$ cat config.mk
export PLATFORM = sky130hd
export DESIGN_NAME = auto_player_seq
export DESIGN_NICKNAME = d
export VERILOG_FILES = /design/src/rtl/auto_player_seq.sv
export SDC_FILE = /design/constraint.sdc
export NUM_CORES = 1
export LEC_CHECK = 0
export CORE_MARGIN = 1.5
export CORE_UTILIZATION = 62
export CTS_BUF_LIST = sky130_fd_sc_hd__clkbuf_4 sky130_fd_sc_hd__clkbuf_8 sky130_fd_sc_hd__clkbuf_16
export DETAILED_ROUTE_END_ITERATION = 8
export HOLD_SLACK_MARGIN = 0.05
export PLACE_DENSITY_LB_ADDON = 0.2
export RECOVER_POWER = 100
export SYNTH_ARGS = -nofsm -noshare
export SYNTH_HDL_FRONTEND = slang
export SYNTH_SLANG_ARGS = --single-unit
$ cat constraint.sdc
create_clock -name clk -period 5.9 [get_ports clk]
set_input_delay 0.885 -clock clk [delete_from_list [all_inputs] [get_ports clk]]
set_output_delay 0.885 -clock clk [all_outputs]
set_load 0.01 [all_outputs]
$ cat src/rtl/auto_player_seq.sv
// Auto-play sequencer: walks a song memory of (note, duration, valid) entries and
// drives the buzzer key interface with each note, a silent gap, optional looping.
module auto_player_seq #(
   parameter int DEPTH      = 26,
   parameter int ADDR_W     = 5,
   parameter int NOTE_W     = 4,
   parameter int DUR_W      = 26,
   parameter int GAP_CYCLES = 50000000,
   parameter int CNT_W      = 28
) (
   input  logic              clk,
   input  logic              rst,
   input  logic              start,
   input  logic              stop,
   input  logic              pause,
   input  logic              loop_mode,
   input  logic [NOTE_W-1:0] note_value,
   input  logic [DUR_W-1:0]  duration_value,
   input  logic              isvalid,
   output logic              key_on,
   output logic [NOTE_W-1:0] key,
   output logic [ADDR_W-1:0] rd_addr,
   output logic              playing,
   output logic              done
);

   typedef enum logic [2:0] {
      ST_IDLE    = 3'd0,
      ST_FETCH   = 3'd1,
      ST_NOTE    = 3'd2,
      ST_GAP     = 3'd3,
      ST_ADVANCE = 3'd4,
      ST_DONE    = 3'd5
   } state_t;

   localparam logic [ADDR_W-1:0] LAST_ADDR = ADDR_W'(DEPTH - 1);
   localparam bit                HAS_GAP   = (GAP_CYCLES > 0);
   localparam logic [CNT_W-1:0]  GAP_LAST  = HAS_GAP ? CNT_W'(GAP_CYCLES - 1) : {CNT_W{1'b0}};

   // A zero duration still plays for one cycle, so the last count index is max(dur,1)-1.
   function automatic logic [CNT_W-1:0] note_last(input logic [DUR_W-1:0] dur);
      logic [CNT_W-1:0] ext;
      ext = CNT_W'(dur);
      if (ext == {CNT_W{1'b0}}) begin
         note_last = {CNT_W{1'b0}};
      end else begin
         note_last = ext - CNT_W'(1'b1);
      end
   endfunction

   state_t            state_r, state_s;
   logic [CNT_W-1:0]  cnt_r, cnt_s;
   logic [NOTE_W-1:0] note_r, note_s;
   logic [DUR_W-1:0]  dur_r, dur_s;
   logic [NOTE_W-1:0] key_r, key_s;
   logic [ADDR_W-1:0] addr_r, addr_s;
   logic              on_r, on_s;
   logic              playing_r, playing_s;
   logic              done_r, done_s;

   // Next-state, counter, address and output decode.
   always_comb begin
      state_s = state_r;
      cnt_s   = cnt_r;
      note_s  = note_r;
      dur_s   = dur_r;
      key_s   = key_r;
      addr_s  = addr_r;
      if (stop) begin
         state_s = ST_IDLE;
         cnt_s   = {CNT_W{1'b0}};
         key_s   = {NOTE_W{1'b0}};
         addr_s  = {ADDR_W{1'b0}};
      end else begin
         case (state_r)
            ST_IDLE: begin
               if (start) begin
                  state_s = ST_FETCH;
                  addr_s  = {ADDR_W{1'b0}};
               end else begin
                  state_s = ST_IDLE;
               end
            end
            ST_FETCH: begin
               note_s = note_value;
               dur_s  = duration_value;
               if (isvalid) begin
                  state_s = ST_NOTE;
                  cnt_s   = {CNT_W{1'b0}};
                  key_s   = note_value;
               end else if (loop_mode && (addr_r != {ADDR_W{1'b0}})) begin
                  state_s = ST_FETCH;
                  addr_s  = {ADDR_W{1'b0}};
               end else begin
                  state_s = ST_DONE;
                  addr_s  = {ADDR_W{1'b0}};
                  key_s   = {NOTE_W{1'b0}};
               end
            end
            ST_NOTE: begin
               if (pause) begin
                  cnt_s = cnt_r;
               end else if (cnt_r == note_last(dur_r)) begin
                  cnt_s   = {CNT_W{1'b0}};
                  state_s = HAS_GAP ? ST_GAP : ST_ADVANCE;
               end else begin
                  cnt_s = cnt_r + CNT_W'(1'b1);
               end
            end
            ST_GAP: begin
               if (pause) begin
                  cnt_s = cnt_r;
               end else if (cnt_r == GAP_LAST) begin
                  cnt_s   = {CNT_W{1'b0}};
                  state_s = ST_ADVANCE;
               end else begin
                  cnt_s = cnt_r + CNT_W'(1'b1);
               end
            end
            ST_ADVANCE: begin
               if (addr_r != LAST_ADDR) begin
                  addr_s  = addr_r + ADDR_W'(1'b1);
                  state_s = ST_FETCH;
               end else if (loop_mode) begin
                  addr_s  = {ADDR_W{1'b0}};
                  state_s = ST_FETCH;
               end else begin
                  addr_s  = {ADDR_W{1'b0}};
                  key_s   = {NOTE_W{1'b0}};
                  state_s = ST_DONE;
               end
            end
            ST_DONE: begin
               state_s = ST_IDLE;
               cnt_s   = {CNT_W{1'b0}};
               key_s   = {NOTE_W{1'b0}};
               addr_s  = {ADDR_W{1'b0}};
            end
            default: begin
               state_s = ST_IDLE;
               cnt_s   = {CNT_W{1'b0}};
               key_s   = {NOTE_W{1'b0}};
               addr_s  = {ADDR_W{1'b0}};
            end
         endcase
      end
      on_s      = (state_s == ST_NOTE) && (note_s != {NOTE_W{1'b0}});
      playing_s = (state_s == ST_FETCH) || (state_s == ST_NOTE) ||
                  (state_s == ST_GAP)   || (state_s == ST_ADVANCE);
      done_s    = (state_s == ST_DONE);
   end

   // State, datapath and output registers with synchronous reset.
   always_ff @(posedge clk) begin
      if (rst) begin
         state_r   <= ST_IDLE;
         cnt_r     <= {CNT_W{1'b0}};
         note_r    <= {NOTE_W{1'b0}};
         dur_r     <= {DUR_W{1'b0}};
         key_r     <= {NOTE_W{1'b0}};
         addr_r    <= {ADDR_W{1'b0}};
         on_r      <= 1'b0;
         playing_r <= 1'b0;
         done_r    <= 1'b0;
      end else begin
         state_r   <= state_s;
         cnt_r     <= cnt_s;
         note_r    <= note_s;
         dur_r     <= dur_s;
         key_r     <= key_s;
         addr_r    <= addr_s;
         on_r      <= on_s;
         playing_r <= playing_s;
         done_r    <= done_s;
      end
   end

   // Pause gates the tone in the same cycle the counter freezes, so note-on time is preserved.
   assign key_on  = on_r & ~pause;
   assign key     = key_r;
   assign rd_addr = addr_r;
   assign playing = playing_r;
   assign done    = done_r;

endmodule

==> run metrics <==
commonest non-fill, non-tap cells in the layout=nand2_1, dfxtp_1, a21oi_1, nor2_1, nor3_1; fin. max-slew vios=32; FF+latch count, synth=73; largest net degree at the start of global routing=34; H-tree level count=3; internal power=about 0.00085 W; Max clock buf depth=2; FP Rows=31; Worst VDD drop=about 0.00017 V; reg2reg path depth=12; postcts setup bufs=0; slew margin rel.=-0.265; Comb pwr share=0.216; vias per inst=6.38; CP Class=reg2reg; Post-Syn Area=4580 µm²; diodes inserted=0; Worst Path Arrival=4770 ps; synth unique cells=about 70; HP Class=reg2reg; Area contributors post-synth=dfxtp_1, nand2_1, a21oi_1; failing checks=max-capacitance violations, max-slew violations; clk sinks=73; Final Critical Period=4620 ps; Sequential Power Share=0.414; die area=7920 µm²; Final nets=677; CP Launch Type=flip-flop; number of buffers added on ports=48; Final Util=0.730; top_reg_cell synth=dfxtp_1; hold depth=2; switching power=0.000377 W; Net Count, Synth=between 600 and 700; Final Cycle Share=0.782; CTS tree=built; Max FO, Critical Path=21; Max Cap Viol=1; Syn. warnings=0; RSZ-0062 raised after global routing=no; top-area cell type share of the netlist area=0.319; Synth-to-Final Area Change=14.9%; DRC viols=0; most common cell after layout, fill and taps aside=nand2_1; layout cells sized above 1=0.0531; CP required=6050 ps; all-layer global routing usage=0.321; CORE AREA=approximately 7200 µm²; Switching Fraction=0.307; ys async rst share=0; Hold Vio Cnt, Final=0; GRT overflow=0; PostCTS Resize Cnt=0; post-synth top area cell=dfxtp_1; Worst Setup End Kind=flip-flop; sequential-to-total area share from yosys stat=0.319; routed len/inst=between 15 and 20 µm; Syn Area/Cell=7.50 µm²; routed wire length=12300 µm; I/O Pins=49; PD cells=233 nW/µm²; Initial Util=0.635; TNS Setup=0 ps; clk slew on worst S/H paths=80 ps; number of DRC markers in iteration 0=471; skew final=7.65 ps; Post-DRT Antenna Nets=0; fmax=217 MHz; final setup violation count=0; Cells after Synth=slightly above 600; Initial DRT Pass Iterations=5; EDFF count, synth=0; CTS Buf Count=9; initial antenna violation count=0; clock root cell=clkbuf_8; clk_lat worst skew=360 ps; Final HPWL DP=approximately 9000 µm; clock share of power=0.370; Die Height=89.0 µm; Lkg Pwr=between 1.5 and 2 nW; Via Count=4716; vias in the first global route=slightly above 4000; outcome=complete, but fails checks; RePlAce Congestion=1.04; Worst-Margin Slew=about 1900 ps; die width=between 80 and 90 µm; hold buffer count at cts=0; first-pass GRT wire length=19600 µm
sequential cells by signal, indices dropped and copies added, names as in the netlist:
| name | cells |
|---|---|
| on_r | 1 |
| done | 1 |
| playing | 1 |
| cnt_r | 28 |
| state_r | 3 |
| key | 4 |
| dur_r | 26 |
| note_r | 4 |
| rd_addr | 5 |
per-stage QoR:
step           total power, W  instance area (µm²)  setup slack [ps]  cells  hold WS (ps)
3_5_place_dp         0.000779                 5050              1830    723           451
3_3_place_gp         0.000776                 5050              2000    723           445
5_1_grt               0.00127                 5270               882    739           491
6_report              0.00123                 5270              1280    739           463
2_1_floorplan        0.000704                 4580              2780    611           425
4_1_cts               0.00123                 5280              1780    739           463
synth_stat cells, drive strengths merged (8+ instances only):
cell,number
dfxtp,73
and3,12
or4,10
nor2,48
xor2,21
nor3,48
clkbuf,31
o31ai,8
o21ai,17
xnor2,26
nand4,25
nand3,18
a21oi,49
nor4,13
or3,13
nand2,99
inv,16
critical path: stages, from the launching register on:
cell and delay (ps):
dfxtp_1 370, inv_1 100, ha_1 200, nor3b_1 600
nand2_1 350, nor4_1 570, mux2i_1 150, a211oi_1 240
nand4_1 180, a2111oi_4 410, a21oi_1 290, a21oi_2 810
nor3_1 130
cell families after synthesis:
group           after synthesis  share of synthesized area
buf+inv                      52                     0.0459
fa+ha+maj                     5                     0.0136
mux                           4                    0.00901
flops                        73                      0.319
xor+xnor                     47                     0.0898
compound gates              114                      0.162
simple gates                316                      0.361
routing by layer:
layer | track usage | routed length [µm] | vias up
li1 | - | - | 2256
met1 | 0.437 | 5380 | 2187
met2 | 0.493 | 5560 | 229
met3 | 0.0619 | 949 | 44
met4 | 0.150 | 464 | 0
met5 | 0 | 0 | -
power groups by stage:
stage	sequential [W]	combinational, W	clock, W
after floorplan	0.000516	0.000188	0
after detailed placement	0.000520	0.000259	0
final	0.000508	0.000265	0.000454
after CTS	0.000508	0.000261	0.000457
after global placement	0.000519	0.000257	0
after global routing	0.000509	0.000289	0.000473
worst paths after layout:
path              slack [ps]      start        end
setup reg to reg        1280   dur_r[0]  cnt_r[13]
setup / recovery        1280   dur_r[0]  cnt_r[13]
hold / removal           460  note_r[2]  note_r[2]
hold reg to reg          460  note_r[2]  note_r[2]
final cells by class:
| cell class | instances | area (µm²) |
|---|---|---|
| multi-input cells | 486 | 2910 |
| fillers | 595 | 1950 |
| flip-flops and latches | 73 | 1460 |
| repair buffers | 49 | 488 |
| clock buffers | 9 | 124 |
| well taps | 99 | 124 |
| clock inverters | 7 | 101 |
| inverters | 16 | 60.1 |
(Power assumes the default switching activity.)
